**config.mk**
```make
export PLATFORM = sky130hd
export DESIGN_NAME = conv_sequencer
export DESIGN_NICKNAME = d
export VERILOG_FILES = /design/src/rtl/conv_sequencer.sv
export SDC_FILE = /design/constraint.sdc
export NUM_CORES = 1
export LEC_CHECK = 0
export CORE_AREA = 3 3 153 155
export CTS_CLUSTER_SIZE = 40
export DETAILED_ROUTE_END_ITERATION = 8
export DIE_AREA = 0 0 156 158
export PLACE_DENSITY = 0.79
export SLEW_MARGIN = 25
export SYNTH_ARGS = -nofsm -noshare
export SYNTH_HDL_FRONTEND = slang
export SYNTH_SLANG_ARGS = --single-unit
```
**constraint.sdc**
```tcl
create_clock -name clk -period 6 [get_ports clk]
set_input_delay 1.2 -clock clk [delete_from_list [all_inputs] [get_ports clk]]
set_output_delay 1.2 -clock clk [all_outputs]
set_load 0.02 [all_outputs]
```
**src/rtl/conv_sequencer.sv**
```systemverilog
// Segmented sparse-convolution sequencer: walks rj segment counts and signed
// coefficient delays, accumulates samples per segment, halves into acc per segment.
module conv_sequencer #(
  parameter int NSEG  = 16,
  parameter int ACC_W = 40
) (
  input  logic             clk,
  input  logic             reset_n,
  input  logic             clear,
  input  logic             en,
  input  logic             start,
  input  logic [7:0]       data_wr_ptr,
  output logic [3:0]       rj_addr,
  input  logic [7:0]       rj_data,
  output logic [8:0]       coeff_addr,
  input  logic [8:0]       coeff_data,
  output logic [7:0]       data_addr,
  input  logic [15:0]      data_data,
  output logic             busy,
  output logic [ACC_W-1:0] y_out,
  output logic             y_valid
);
  localparam int JW = $clog2(NSEG + 1);

  typedef enum logic [2:0] {
    IDLE, RJ_RD, RJ_LAT, COEF_RD, DATA_RD, ACCUM, SEG_END, DONE
  } state_t;

  state_t                   state_q, state_d;
  logic [7:0]               base_q, base_d;
  logic [JW-1:0]            j_q, j_d;
  logic [8:0]               cptr_q, cptr_d;
  logic [7:0]               cnt_q, cnt_d;
  logic                     sign_q, sign_d;
  logic signed [ACC_W-1:0]  u_q, u_d, acc_q, acc_d;
  logic [ACC_W-1:0]         y_q, y_d;
  logic [15:0]              hold_q, hold_d;
  logic                     fresh_q;

  // Memory data only lines up with its address on the first cycle in a consuming
  // state; if frozen there, the address drops, so the word is captured into hold_q.
  logic [7:0]              rj_v;
  logic [8:0]              cf_v;
  logic [15:0]             dd_v;
  logic signed [ACC_W-1:0] dx, sum;

  assign rj_v = fresh_q ? rj_data    : hold_q[7:0];
  assign cf_v = fresh_q ? coeff_data : hold_q[8:0];
  assign dd_v = fresh_q ? data_data  : hold_q;
  assign dx   = {{(ACC_W-16){dd_v[15]}}, dd_v};
  assign sum  = acc_q + u_q;

  assign rj_addr    = (state_q == RJ_RD)   ? 4'(j_q) : 4'd0;
  assign coeff_addr = (state_q == COEF_RD) ? cptr_q  : 9'd0;
  assign data_addr  = (state_q == DATA_RD) ? (base_q - cf_v[7:0]) : 8'd0;
  assign busy       = (state_q != IDLE);
  assign y_valid    = (state_q == DONE) && en && !clear;
  assign y_out      = y_q;

  always_comb begin
    state_d = state_q;
    base_d  = base_q;
    j_d     = j_q;
    cptr_d  = cptr_q;
    cnt_d   = cnt_q;
    sign_d  = sign_q;
    u_d     = u_q;
    acc_d   = acc_q;
    y_d     = y_q;
    hold_d  = hold_q;
    if (fresh_q && !en) begin
      case (state_q)
        RJ_LAT:  hold_d = {8'd0, rj_data};
        DATA_RD: hold_d = {7'd0, coeff_data};
        ACCUM:   hold_d = data_data;
        default: hold_d = hold_q;
      endcase
    end
    if (clear) begin
      state_d = IDLE;
      j_d     = '0;
      cptr_d  = '0;
      cnt_d   = '0;
      u_d     = '0;
      acc_d   = '0;
    end else if (en) begin
      case (state_q)
        IDLE: if (start) begin
          base_d  = data_wr_ptr;
          j_d     = '0;
          cptr_d  = '0;
          acc_d   = '0;
          u_d     = '0;
          state_d = RJ_RD;
        end
        RJ_RD:   state_d = RJ_LAT;
        RJ_LAT: begin
          cnt_d   = rj_v;
          state_d = (rj_v == 8'd0) ? SEG_END : COEF_RD;
        end
        COEF_RD: state_d = DATA_RD;
        DATA_RD: begin
          sign_d  = cf_v[8];
          state_d = ACCUM;
        end
        ACCUM: begin
          u_d     = sign_q ? (u_q - dx) : (u_q + dx);
          cptr_d  = cptr_q + 9'd1;
          cnt_d   = cnt_q - 8'd1;
          state_d = (cnt_q == 8'd1) ? SEG_END : COEF_RD;
        end
        SEG_END: begin
          acc_d = sum >>> 1;
          u_d   = '0;
          j_d   = j_q + JW'(1);
          if (j_q == JW'(NSEG - 1)) begin
            state_d = DONE;
            y_d     = acc_d;
          end else begin
            state_d = RJ_RD;
          end
        end
        DONE:    state_d = IDLE;
        default: state_d = IDLE;
      endcase
    end
  end

  always_ff @(posedge clk or negedge reset_n) begin
    if (!reset_n) begin
      state_q <= IDLE;
      base_q  <= '0;
      j_q     <= '0;
      cptr_q  <= '0;
      cnt_q   <= '0;
      sign_q  <= 1'b0;
      u_q     <= '0;
      acc_q   <= '0;
      y_q     <= '0;
      hold_q  <= '0;
      fresh_q <= 1'b0;
    end else begin
      state_q <= state_d;
      base_q  <= base_d;
      j_q     <= j_d;
      cptr_q  <= cptr_d;
      cnt_q   <= cnt_d;
      sign_q  <= sign_d;
      u_q     <= u_d;
      acc_q   <= acc_d;
      y_q     <= y_d;
      hold_q  <= hold_d;
      fresh_q <= en;
    end
  end
endmodule

```
==> metrics.txt, run 1 <==
outcome=completed; PortBufs=108; # resized after CTS=0; clock-pin slew on the worst setup and hold paths=0.07 ns; Worst EP arrival=4.07 ns; Pwr Density=222 nW/um2; FF+latch count, synth=169; critical path required time=4.80 ns; clk root buf=clkbuf_16; cell leakage power=0.00660 uW; GR Util All Layers=0.252; Diodes inserted=0; FP Rows=54; largest net degree at the start of global routing=65; synth warn=0; final routed DRC violation total=0; most frequent cell after synthesis=nand2_1; Clock Sink Count=169; fin crit period=5.27 ns; # setup viols final=0; Post-Syn Nets=1576; Critical Path, Cell by Cell=clkdlybuf4s50_1 > a21oi_1 > ha_1 > a21o_1 > a21o_1 > a21o_1 > a21o_1 > a21o_1 > a21oi_1 > xnor2_1 > nor2_1 > clkdlybuf4s50_1; peak supply drop=0.190 mV; Layout Skew=0.0115 ns; Final #Nets=1650; Routed Wire Length=30.6 mm; Startpoint Class=primary input; Mapped Cells=1435; RSZ-0062 raised after global routing=false; Final Hold Fails=0; first-pass GRT wire length=51.3 mm; Initial Util=0.551; Worst Path Class, Setup=in -> out; die width=156 um; post-synth top area cell=dfrtp_1; setup TNS=0 ns; initial antenna violation count=0; pre-CTS WS=0.320 ns; die area=24600 um2; Setup WS post-layout=0.726 ns; sequential element share of the synthesized area=0.350; Final period util=0.879; layout cells sized above 1=0.0558; Post-DRT Antenna Nets=0; grt total ovfl=0; # hold bufs at CTS=0; Syn-to-layout area delta=16.1%; DIE HEIGHT=158 um; via count=10800; Post-synth ARST share=1.00; core area=22000 um2; worst-path fanout max=2; slew at the pin closest to its max-slew limit=1.01 ns; maximum clock frequency=0.190 GHz; share of the synthesized area in the top cell type=0.350; DPL Wire Length=22.2 mm; Fin Hold WS=0.471 ns; Starting DRT DRC Count=861; Num CTS Buffers=17; Yosys cell types=61; Final Util=0.639; Mapped Area=12100 um2; CP most frequent cell=a21o_1; synth top area cells=dfrtp_1, ha_1, nand2_1, o21ai_0, a21oi_1; Max Cap Viol=0; Synth Flop Type=dfrtp_1; # IOs=109; Post-CTS Setup Inserts=0; Commonest cells post-synth=nand2_1, dfrtp_1, o21ai_0, a21oi_1, ha_1; CTS Buffer Depth=2; clk_lat worst skew=0.43 ns; Avg Vias per Cell=6.02; GPL Wtd Cong=0.959; CP max stage delay=0.62 ns; TritonRoute pass-1 iters=6; min-delay worst type=reg -> reg; critical path endpoint category=output pin; relative slew slack=0.326; vias in the first global route=10400; Final Max Tran Viols=0; htree depth=4; syn avg cell area=8.43 um2; CTS tree=built; DR WL/cell=17.0 um; number of flops mapped to enable cells by yosys=0; CP max-delay cell=clkdlybuf4s50_1
## final cells by class
cell class / count / area (um2)
fillers: 1861 / 7920
multi-input cells: 1163 / 7490
flip-flops and latches: 169 / 4230
repair buffers: 126 / 1220
clock buffers: 20 / 467
well taps: 280 / 350
clock inverters: 12 / 163
inverters: 32 / 120
## registers in the layout, indices dropped and copies added (netlist names)
signal / cells
acc_q: 39
cptr_q: 9
u_q: 40
fresh_q: 1
y_out: 39
state_q: 3
sign_q: 1
j_q: 5
base_q: 8
hold_q: 16
cnt_q: 8
## power by group
| group | switching (uW) | leakage, uW | internal, uW |
|---|---|---|---|
| registers | 54.9 | 0.00233 | 1180 |
| logic | 404 | 0.00398 | 296 |
| clock network | 487 | 0.000298 | 695 |
## routing by layer
metal,global-route usage,up-vias,wire length [um]
li1,-,5292,-
met1,0.348,5203,14300
met2,0.416,300,14200
met3,0.0317,50,1470
met4,0.0749,0,606
met5,0,-,0
## stage by stage
step	instance area (um2)	std cells	total power, uW
6_report	14000	1802	3120
5_1_grt	14000	1802	3270
4_1_cts	14000	1801	3130
3_5_place_dp	13400	1769	1940
3_3_place_gp	13400	1769	1920
2_1_floorplan	12100	1435	1750
## worst max-delay path, delay by kind of cell
family / cells / cell delay (ns)
xor+xnor: 1 / 0.09
simple gates: 1 / 0.10
fa+ha+maj: 1 / 0.29
compound gates: 7 / 1.35
buf+inv: 2 / 1.04
## worst paths after layout
check / startpoint / end / depth (start not counted) / slack, ns
worst max-delay path: coeff_data[1] / data_addr[7] / 12 / 0.73
worst min-delay path: y_out[15] / y_out[15] / 2 / 0.47
worst max register to register: fresh_q / u_q[38] / 21 / 1.01
worst min register to register: y_out[15] / y_out[15] / 2 / 0.47
max in group asynchronous: reset_n / y_out[11] / 2 / 4.03
min in group asynchronous: reset_n / base_q[2] / 1 / 0.70
## cells by family after synthesis
| kind of cell | Yosys count | synth area share |
|---|---|---|
| multiplexers | 34 | 0.0299 |
| AND/OR/NAND/NOR | 470 | 0.178 |
| buffers and inverters | 103 | 0.0323 |
| XOR/XNOR | 94 | 0.0681 |
| flip-flops | 169 | 0.350 |
| adder cells (fa/ha/maj) | 95 | 0.100 |
| AO/OA/AOI/OAI | 470 | 0.242 |
## layout by cell type (no fill, tap or decap), types with 10 or more instances in the layout
cell and count:
and3_1 22, nand2_1 214, dfrtp_1 168, inv_1 32
mux2_2 17, and2_1 19, nor3_1 30, nor3b_1 10
a31oi_1 23, nand3_1 18, o21ai_0 146, a21o_1 46
nand4_1 10, ha_1 92, a21oi_1 135, mux2i_1 17
clkbuf_16 17, nand2b_1 21, xor2_1 35, a22o_1 40
nor2_1 84, buf_4 17, o21bai_1 15, clkdlybuf4s50_1 107
nor2b_1 18, xnor2_1 59
Note: power is estimated with default switching activity, not from simulation.
==> run 2, diff against run 1 <==
--- a/config.mk
+++ b/config.mk
@@ -5,11 +5,12 @@
 export SDC_FILE = /design/constraint.sdc
 export NUM_CORES = 1
 export LEC_CHECK = 0
-export CORE_AREA = 3 3 153 155
+export CORE_AREA = 3 3 184 141
 export CTS_CLUSTER_SIZE = 40
 export DETAILED_ROUTE_END_ITERATION = 8
-export DIE_AREA = 0 0 156 158
-export PLACE_DENSITY = 0.79
+export DIE_AREA = 0 0 187 144
+export HOLD_SLACK_MARGIN = 0.08
+export PLACE_DENSITY = 0.73
 export SLEW_MARGIN = 25
 export SYNTH_ARGS = -nofsm -noshare
 export SYNTH_HDL_FRONTEND = slang
==> run 2 against run 1 <==
Global-route usage fell by 1.5 points. Design area rose by 0.51%. Hold slack barely moved. Clock skew rose by 0.0015 ns. Non-clock buffer count rose by 1. Clock power barely moved. Highest routed layer unchanged.
==> metrics.txt, run 2 (same netlist as run 1, synthesis figures left out) <==
outcome=completed; Biggest register=u_q; Final #Nets=1651; Critical Path, Cell by Cell=clkdlybuf4s50_1 > a21oi_1 > ha_1 > a21o_1 > a21o_1 > a21o_1 > a21o_1 > a21o_1 > a21oi_1 > xnor2_1 > nor2_1 > clkdlybuf4s50_1; most frequent cells in the layout=nand2_1, dfrtp_1, o21ai_0; relative slew slack=0.335; setup TNS=0 ns; Diodes inserted=0; R2R Setup Slk=0.97 ns; Largest register FFs=40; htree depth=4; FP Rows=49; Pwr Density=224 nW/um2; die area=26900 um2; TritonRoute pass-1 iters=6; Worst EP arrival=4.20 ns; Starting DRT DRC Count=917; Final Util=0.586; combined area of the multi-input logic cells=7490 um2; vias in the first global route=10200; design area=14100 um2; RSZ-0062 raised after global routing=false; global routing's busiest layer=met2; filler cell count in the final layout=2135; cell leakage power=0.00661 uW; Initial Util=0.502; cell area after placement=13500 um2; # hold bufs at CTS=0; largest net degree at the start of global routing=98; core area=24100 um2; PortBufs=108; min-delay worst type=reg -> reg; hold depth=2; GR Util All Layers=0.236; Num CTS Buffers=17; die width=187 um; Clock Sink Count=169; first-pass GRT wire length=52.4 mm; Max Cap Viol=0; grt total ovfl=0; DR WL/cell=17.0 um; FF-to-FF End=u_q[38]; # setup viols final=0; register area=4230 um2; Non-Filler Instances=1853; met1 usage=0.351; CP max stage delay=0.62 ns; CTS tree=built; Startpoint Class=primary input; clk_lat worst skew=0.44 ns; DPL Wire Length=23.7 mm; Crit path max-delay family=compound AO/OA/AOI/OAI gates; slew at the pin closest to its max-slew limit=0.998 ns; critical path required time=4.80 ns; commonest non-fill, non-tap cell in the layout=nand2_1; Layout Skew=0.0130 ns; CP max-delay cell=clkdlybuf4s50_1; Avg Vias per Cell=5.76; WHS Endpoint=y_out[9]; worst reg2reg path depth=21; Final Hold Fails=0; DIE HEIGHT=144 um; peak supply drop=0.202 mV; CTS Buffer Depth=2; grt met2 use=0.365; Post-CTS Setup Inserts=0; final routed DRC violation total=0; Syn-to-layout area delta=16.7%; reg-to-reg startpoint=fresh_q; fin crit period=5.40 ns; clock-pin slew on the worst setup and hold paths=0.06 ns; critical path endpoint category=output pin; # IOs=109; Final Max Tran Viols=0; layout cells sized above 1=0.0552; Placed Cells=1822; clk root buf=clkbuf_16; initial antenna violation count=0; met3 usage=0.0409; beginning of the worst hold path=y_out[9]; Final period util=0.899; Routed Wire Length=31.5 mm; CP most frequent cell=a21o_1; Buf+Inv Stages, Crit Path=2; GPL Wtd Cong=0.944; via count=10700; Worst Path Class, Setup=in -> out; worst-path fanout max=2; Fin Hold WS=0.471 ns; # resized after CTS=0; Post-DRT Antenna Nets=0; maximum clock frequency=0.185 GHz
==> run 2: cell count changes in the layout (fill, tap and decap cells not counted) <==
cell / before / now
clkbuf_8: 3 / 0
bufinv_16: 3 / 5
clkbuf_1: 0 / 2
nor2b_2: 1 / 2
buf_4: 17 / 19
inv_6: 3 / 2
clkinv_2: 1 / 3
clkinvlp_4: 4 / 2
inv_8: 1 / 0
buf_6: 2 / 1
nor2b_1: 18 / 17
==> run 2: worst max path at each step <==
stage,cells after the start,slack (ns),from,endpoint
floorplan,28,0.50,fresh_q,u_q[38]
global placement,22,0.43,data_data[0],u_q[38]
detailed placement,22,0.29,data_data[0],u_q[38]
CTS,12,0.63,coeff_data[1],data_addr[7]
global route,22,0.21,data_data[0],u_q[38]
finish,12,0.60,coeff_data[1],data_addr[7]
==> run 2: per-stage QoR <==
step | worst slack (ns) | total power (uW)
after floorplan | 0.504 | 1750
after global placement | 0.429 | 1940
after global routing | 0.214 | 3310
after detailed placement | 0.287 | 1960
after CTS | 0.626 | 3170
final | 0.603 | 3160
==> run 2: power breakdown <==
part | leakage [uW] | total, uW | switching (uW) | internal, uW
logic | 0.00398 | 724 | 424 | 300
registers | 0.00233 | 1230 | 46.5 | 1180
clock network | 0.000304 | 1210 | 469 | 737
total | 0.00661 | 3160 | 940 | 2220
==> run 2: cell type report <==
cell class | count | area share
multi-input combinational | 1163 | 0.531
inverter | 32 | 0.00851
clock buffer | 19 | 0.0307
sequential | 169 | 0.300
tap | 331 | 0.0294
timing repair buffer | 127 | 0.0868
clock inverter | 12 | 0.0140
==> run 2: layer usage <==
layer / wire length [um] / vias to the layer above
met1: 16000 / 5073
met5: 0 / -
li1: - / 5297
met4: 244 / 0
met3: 1710 / 16
met2: 13600 / 293
==> run 2: worst min-delay path: stages (launching register included) <==
cell,delay [ns]
dfrtp_1,0.34
nand2_1,0.05
nand2_1,0.05
